==> src/rtl/spi_regbank_peripheral.sv <==
// -----------------------------------------------------------------------------
// spi_regbank_peripheral
//
// SPI mode-0 register bank. A frame is R/W (1 = write), ADDR_W address bits
// MSB first, then DATA_W data bits MSB first. Write frames commit into one of
// NUM_REGS registers when chip select rises. Read frames return the addressed
// register on sdo during the data phase. All SPI pins are synchronised into the
// clk domain, so clk must run at least 8x sclk.
//
// Ports:
//   clk        system clock
//   rst_n      asynchronous active-low reset (released synchronously upstream)
//   sclk       SPI serial clock, idles low
//   ncs        SPI chip select, active low
//   sdi        controller-out serial data
//   sdo        peripheral-out serial data, 0 whenever sdo_oe is low
//   sdo_oe     high while the read data phase is being driven
//   regs_out   flattened registers, reg i at [i*DATA_W +: DATA_W]
//   wr_strobe  one-clk pulse on the commit of reg i
//   frame_err  one-clk pulse when a malformed frame ends
// -----------------------------------------------------------------------------
module spi_regbank_peripheral #(
   parameter int NUM_REGS    = 5,
   parameter int DATA_W      = 8,
   parameter int ADDR_W      = 7,
   parameter int SYNC_STAGES = 2
) (
   input  logic                         clk,
   input  logic                         rst_n,
   input  logic                         sclk,
   input  logic                         ncs,
   input  logic                         sdi,
   output logic                         sdo,
   output logic                         sdo_oe,
   output logic [NUM_REGS*DATA_W-1:0]   regs_out,
   output logic [NUM_REGS-1:0]          wr_strobe,
   output logic                         frame_err
);

   localparam int FRAME_LEN = 1 + ADDR_W + DATA_W;
   localparam int CNT_W     = $clog2(FRAME_LEN + 1);
   localparam logic [CNT_W-1:0] CNT_FULL = CNT_W'(FRAME_LEN);
   localparam logic [CNT_W-1:0] CNT_LAST = CNT_W'(FRAME_LEN - 1);
   // Count value just before the edge that completes the R/W + address header.
   localparam logic [CNT_W-1:0] CNT_PRE_HDR = CNT_W'(ADDR_W);
   localparam logic [CNT_W-1:0] CNT_HDR     = CNT_W'(ADDR_W + 1);

   typedef enum logic [2:0] {
      ST_IDLE,
      ST_ADDR,
      ST_WDATA,
      ST_RDATA,
      ST_DONE
   } state_t;

   // ---------------------------------------------------------------- sync
   logic [SYNC_STAGES-1:0] sclk_sync_q, ncs_sync_q, sdi_sync_q;
   logic                   sclk_prev_q, ncs_prev_q;

   always_ff @(posedge clk or negedge rst_n) begin
      if (!rst_n) begin
         sclk_sync_q <= '0;
         ncs_sync_q  <= '1;
         sdi_sync_q  <= '0;
         sclk_prev_q <= 1'b0;
         ncs_prev_q  <= 1'b1;
      end else begin
         sclk_sync_q <= {sclk_sync_q[SYNC_STAGES-2:0], sclk};
         ncs_sync_q  <= {ncs_sync_q[SYNC_STAGES-2:0], ncs};
         sdi_sync_q  <= {sdi_sync_q[SYNC_STAGES-2:0], sdi};
         sclk_prev_q <= sclk_sync_q[SYNC_STAGES-1];
         ncs_prev_q  <= ncs_sync_q[SYNC_STAGES-1];
      end
   end

   logic sclk_s, ncs_s, sdi_s;
   logic sclk_rise, sclk_fall, ncs_rise, ncs_fall, bit_edge;

   assign sclk_s    = sclk_sync_q[SYNC_STAGES-1];
   assign ncs_s     = ncs_sync_q[SYNC_STAGES-1];
   assign sdi_s     = sdi_sync_q[SYNC_STAGES-1];
   assign sclk_rise = sclk_s & ~sclk_prev_q;
   assign sclk_fall = ~sclk_s & sclk_prev_q;
   assign ncs_rise  = ncs_s & ~ncs_prev_q;
   assign ncs_fall  = ~ncs_s & ncs_prev_q;
   assign bit_edge  = sclk_rise & ~ncs_s;

   // ------------------------------------------------------ receive path
   logic [FRAME_LEN-1:0] rx_q;
   logic [CNT_W-1:0]     cnt_q;
   logic                 overrun_q;
   logic [FRAME_LEN-1:0] shift_next;
   logic                 hdr_done;
   logic                 hdr_rw;
   logic [ADDR_W-1:0]    hdr_addr;

   // The header decode looks at the shift value including the bit arriving
   // on this edge, so the read register can be loaded in the same cycle.
   assign shift_next = {rx_q[FRAME_LEN-2:0], sdi_s};
   assign hdr_done   = bit_edge && (cnt_q == CNT_PRE_HDR);
   assign hdr_rw     = shift_next[ADDR_W];
   assign hdr_addr   = shift_next[ADDR_W-1:0];

   always_ff @(posedge clk or negedge rst_n) begin
      if (!rst_n) begin
         rx_q      <= '0;
         cnt_q     <= '0;
         overrun_q <= 1'b0;
      end else if (ncs_rise) begin
         rx_q      <= '0;
         cnt_q     <= '0;
         overrun_q <= 1'b0;
      end else if (bit_edge) begin
         if (cnt_q == CNT_FULL) begin
            overrun_q <= 1'b1;             // extra edge: frame kept intact
         end else begin
            rx_q  <= shift_next;
            cnt_q <= cnt_q + CNT_W'(1);
         end
      end
   end

   // ----------------------------------------------------------------- FSM
   state_t state_q, state_d;
   logic   read_load;

   always_ff @(posedge clk or negedge rst_n) begin
      if (!rst_n) state_q <= ST_IDLE;
      else        state_q <= state_d;
   end

   always_comb begin
      state_d   = state_q;
      read_load = 1'b0;
      case (state_q)
         ST_IDLE:  if (ncs_fall) state_d = ST_ADDR;
         ST_ADDR: begin
            if (hdr_done) begin
               if (hdr_rw) begin
                  state_d = ST_WDATA;
               end else begin
                  state_d   = ST_RDATA;
                  read_load = 1'b1;
               end
            end
         end
         ST_WDATA, ST_RDATA: begin
            if (bit_edge && (cnt_q == CNT_LAST)) state_d = ST_DONE;
         end
         ST_DONE:  state_d = ST_DONE;
         default:  state_d = ST_IDLE;
      endcase
      if (ncs_rise) state_d = ST_IDLE;
   end

   // ------------------------------------------------ commit / error path
   // Address and data are copied into holding registers at the ncs rise so a
   // new frame starting right away cannot disturb the pending commit.
   logic              commit_vld_q;
   logic [ADDR_W-1:0] commit_addr_q;
   logic [DATA_W-1:0] commit_data_q;
   logic              frame_err_q;
   logic              commit_ok;
   logic              frame_bad;

   assign commit_ok = ncs_rise && (cnt_q == CNT_FULL) && rx_q[FRAME_LEN-1] && !overrun_q;
   assign frame_bad = ncs_rise && (((cnt_q != '0) && (cnt_q != CNT_FULL)) || overrun_q);

   always_ff @(posedge clk or negedge rst_n) begin
      if (!rst_n) begin
         commit_vld_q  <= 1'b0;
         commit_addr_q <= '0;
         commit_data_q <= '0;
         frame_err_q   <= 1'b0;
      end else begin
         commit_vld_q <= commit_ok;
         frame_err_q  <= frame_bad;
         if (commit_ok) begin
            commit_addr_q <= rx_q[DATA_W +: ADDR_W];
            commit_data_q <= rx_q[DATA_W-1:0];
         end
      end
   end

   assign frame_err = frame_err_q;

   // ------------------------------------------------------ register bank
   // Addresses beyond NUM_REGS match no slot and are silently dropped.
   for (genvar gi = 0; gi < NUM_REGS; gi++) begin : g_reg
      logic [DATA_W-1:0] reg_q;
      logic              strobe_q;
      logic              hit;

      assign hit = commit_vld_q && (commit_addr_q == ADDR_W'(gi));

      always_ff @(posedge clk or negedge rst_n) begin
         if (!rst_n) begin
            reg_q    <= '0;
            strobe_q <= 1'b0;
         end else begin
            strobe_q <= hit;
            if (hit) reg_q <= commit_data_q;
         end
      end

      assign regs_out[gi*DATA_W +: DATA_W] = reg_q;
      assign wr_strobe[gi]                 = strobe_q;
   end

   // ------------------------------------------------------- transmit path
   logic [DATA_W-1:0] rd_val;
   logic [DATA_W-1:0] tx_q;
   logic              oe_q;

   always_comb begin
      rd_val = '0;
      for (int i = 0; i < NUM_REGS; i++) begin
         if (hdr_addr == ADDR_W'(i)) rd_val = regs_out[i*DATA_W +: DATA_W];
      end
   end

   // The MSB is held across the falling edge that follows the header so it
   // is still valid at the first data rising edge; shifting starts after it.
   always_ff @(posedge clk or negedge rst_n) begin
      if (!rst_n) begin
         tx_q <= '0;
         oe_q <= 1'b0;
      end else if (ncs_rise) begin
         tx_q <= '0;
         oe_q <= 1'b0;
      end else if (read_load) begin
         tx_q <= rd_val;
         oe_q <= 1'b1;
      end else if (sclk_fall && oe_q) begin
         if (cnt_q == CNT_FULL) begin
            oe_q <= 1'b0;
         end else if (cnt_q > CNT_HDR) begin
            tx_q <= tx_q << 1;
         end
      end
   end

   assign sdo    = oe_q & tx_q[DATA_W-1];
   assign sdo_oe = oe_q;

endmodule

==> config.mk <==
export PLATFORM = sky130hd
export DESIGN_NAME = spi_regbank_peripheral
export DESIGN_NICKNAME = d
export VERILOG_FILES = /design/src/rtl/spi_regbank_peripheral.sv
export SDC_FILE = /design/constraint.sdc
export NUM_CORES = 1
export LEC_CHECK = 0
export ABC_AREA = 1
export CORE_MARGIN = 3
export CORE_UTILIZATION = 45
export CTS_BUF_LIST = sky130_fd_sc_hd__clkbuf_4
export DETAILED_ROUTE_END_ITERATION = 7
export PLACE_DENSITY = 0.68
export SYNTH_ARGS = -nofsm -noshare
export SYNTH_HDL_FRONTEND = slang
export SYNTH_SLANG_ARGS = --single-unit
==> constraint.sdc <==
create_clock -name clk -period 3.2 [get_ports clk]
set_clock_uncertainty 0.05 [all_clocks]
set_input_delay 0.8 -clock clk [delete_from_list [all_inputs] [get_ports clk]]
set_output_delay 0.8 -clock clk [all_outputs]
set_load 0.02 [all_outputs]
==> run metrics <==
IR Drop Worst-Case VDD 0.000259 V; cell taking the most area after synthesis dfrtp_1; clk slew on worst S/H paths 0.16 ns; P&R area growth vs syn 15.8%; TritonCTS buffer count 9; Setup violations, final 0; Gate power share 0.090; first-pass GRT wire length 17,000 microns; Core Area 9950 sq um; worst skew pair latency 0.46 ns; pwr dens 429 nW/um^2; clock power share 0.319; buffers added on ports 52; Die Ht 108 microns; number of global-route vias before repair 3,320; sequential area share after synthesis 0.558; postcts setup bufs 0; Hold Fails Final Rpt 0; Seq cells post-synth 104; end-of-flow core utilization 0.544; total power 2.32 mW; CP max FO 4; Mapped Cells 508; Synth top area share 0.541; Post-synth EDFFs 0; layout cells sized above 1 0.130; Flop pwr share 0.590; ANT nets after route 0; CP max stage delay 0.60 ns; via-per-instance ratio 5.01; Worst Path Class, Setup reg2out; drt initial violations 251; Synth area leaders dfrtp_1 (54%), nand2_1 (9.9%), inv_1 (4.7%); Die Wd 108 microns; Unique masters post-synth 35; required time of the critical path 2.35 ns; Worst slew margin 0.597; Final nets 564; Crit path buffers/inverters 2; largest net degree at the start of global routing 67; unrepaired setup endpoints after global routing no; crit start category flop; leakage 2.45 nW; # rows 36; Cells after DPL 677; Max clock buf depth 2; CP Capture Type primary output; Fmax 408 MHz; Mapped Area 4670 sq um; Critical-path top delay cell clkdlybuf4s50_1; Crit path arrival time 1.60 ns; drt wl/cell 14.5 microns; CTS H-Tree Depth 3; Synth Flop Type dfrtp_1; total global-route track usage 0.188; CTS tree done; Synth warnings 0; Non-Filler Instances 693; status finished clean; max-slew violations 0; worst path cell trace nand2_1, inv_1, clkdlybuf4s50_1; syn_area_per_cell 9.20 sq um; Worst-Margin Slew 0.603 ns; Max Cap Viol 0; DP HPWL 7300 microns; setup tns final 0 ns; wirelength, routed 10,100 microns; Antenna diodes 0; initial antenna violation count 0; DRC 0; Tightest Hold Check Type in2async; Final GP Congestion 0.896; TritonRoute pass-1 iters 5; CP top delay family buffers and inverters; vias 3,475; root buf cell clkbuf_4; CTS Sinks 104; Async S/R FF share, synth 1.00; Starting Density 0.470; number of fill cells 930; Synth Net Count 517; fin crit share 0.765; IO Pins 53; minimum clock period 2.45 ns; grt ovf 0; Sw Share 0.279; net switching power 0.648 mW; Pint 1.68 mW; hold_buf cts 0; post-cts resize count 0; Die Area 11,600 sq um
registers in the layout, indices dropped and copies added (netlist names), 3 cells and up:
name and count:
g.reg_q 40, rx_q 16, commit_data_q 8, tx_q 8
commit_addr_q 7, cnt_q 5, g.strobe_q 5, state_q 3
final timing paths:
check / from / endpoint / slack [ns] / cells after the start
worst max-delay path: sdo_oe / sdo / 0.75 / 3
worst min-delay path: rst_n / state_q[1] / 0.24 / 1
worst max register to register: ncs_sync_q[1] / rx_q[0] / 1.14 / 6
worst min register to register: ncs_sync_q[0] / ncs_sync_q[1] / 0.32 / 0
max in group asynchronous: rst_n / ncs_prev_q / 2.15 / 2
min in group clk: ncs_sync_q[0] / ncs_sync_q[1] / 0.32 / 0
cells in the mapped netlist, types with 4 or more instances:
cell / count
nand2_1: 123
dfrtp_1: 101
nor2_1: 12
o21ai_2: 13
inv_2: 11
nor3_2: 5
o21ai_0: 29
nand2_2: 4
o21ai_1: 19
a21oi_1: 24
buf_4: 9
nand3_1: 40
buf_2: 5
o22ai_1: 14
inv_1: 59
nor2_2: 6
ha_1: 4
buf_6: 5
layer usage:
metal	wire length, microns	vias up	track usage
met1	4770	1635	0.269
met2	4720	78	0.293
met3	417	13	0.0294
met4	169	0	0.0613
li1	-	1749	-
met5	0	-	0
cell type report:
type                    count  area [sq um]  area share
repair buffers             56           561       0.104
inverters                  70           263      0.0486
multi-input cells         314          1650       0.305
clock inverters             7          95.1      0.0176
flip-flops and latches    104          2610       0.482
well taps                 133           166      0.0308
clock buffers               9          67.6      0.0125
placed cells by master (no fill, tap or decap), types with 11 or more instances in the layout:
cell type	count
inv_2	11
o22ai_1	14
o21ai_1	19
inv_1	59
nor2_1	12
clkdlybuf4s50_1	51
dfrtp_1	101
nand2_1	123
a21oi_1	24
o21ai_2	13
nand3_1	40
o21ai_0	29
stage by stage:
stage / hold slack [ns] / setup slack [ns] / cell area (sq um)
finish: 0.237 / 0.751 / 5410
detailed placement: 0.285 / 1.15 / 5250
global route: 0.231 / 0.667 / 5410
global placement: 0.282 / 1.23 / 5250
floorplan: 0.281 / 1.53 / 4670
CTS: 0.230 / 0.724 / 5410
kinds of logic (layout without fill, tap and decap cells):
| family | after synthesis | after routing | synth area share |
|---|---|---|---|
| compound gates | 105 | 105 | 0.132 |
| fa+ha+maj | 4 | 4 | 0.0107 |
| buf+inv | 90 | 142 | 0.0889 |
| flops | 104 | 104 | 0.558 |
| simple gates | 205 | 205 | 0.211 |
power groups by stage:
stage	Combinational, mW	Clock (mW)	Sequential [mW]
floorplan	0.145	0	1.39
detailed placement	0.212	0	1.40
CTS	0.213	0.758	1.37
global route	0.239	0.813	1.38
global placement	0.207	0	1.39
finish	0.210	0.742	1.37
Note: power is estimated with default switching activity, not from simulation.
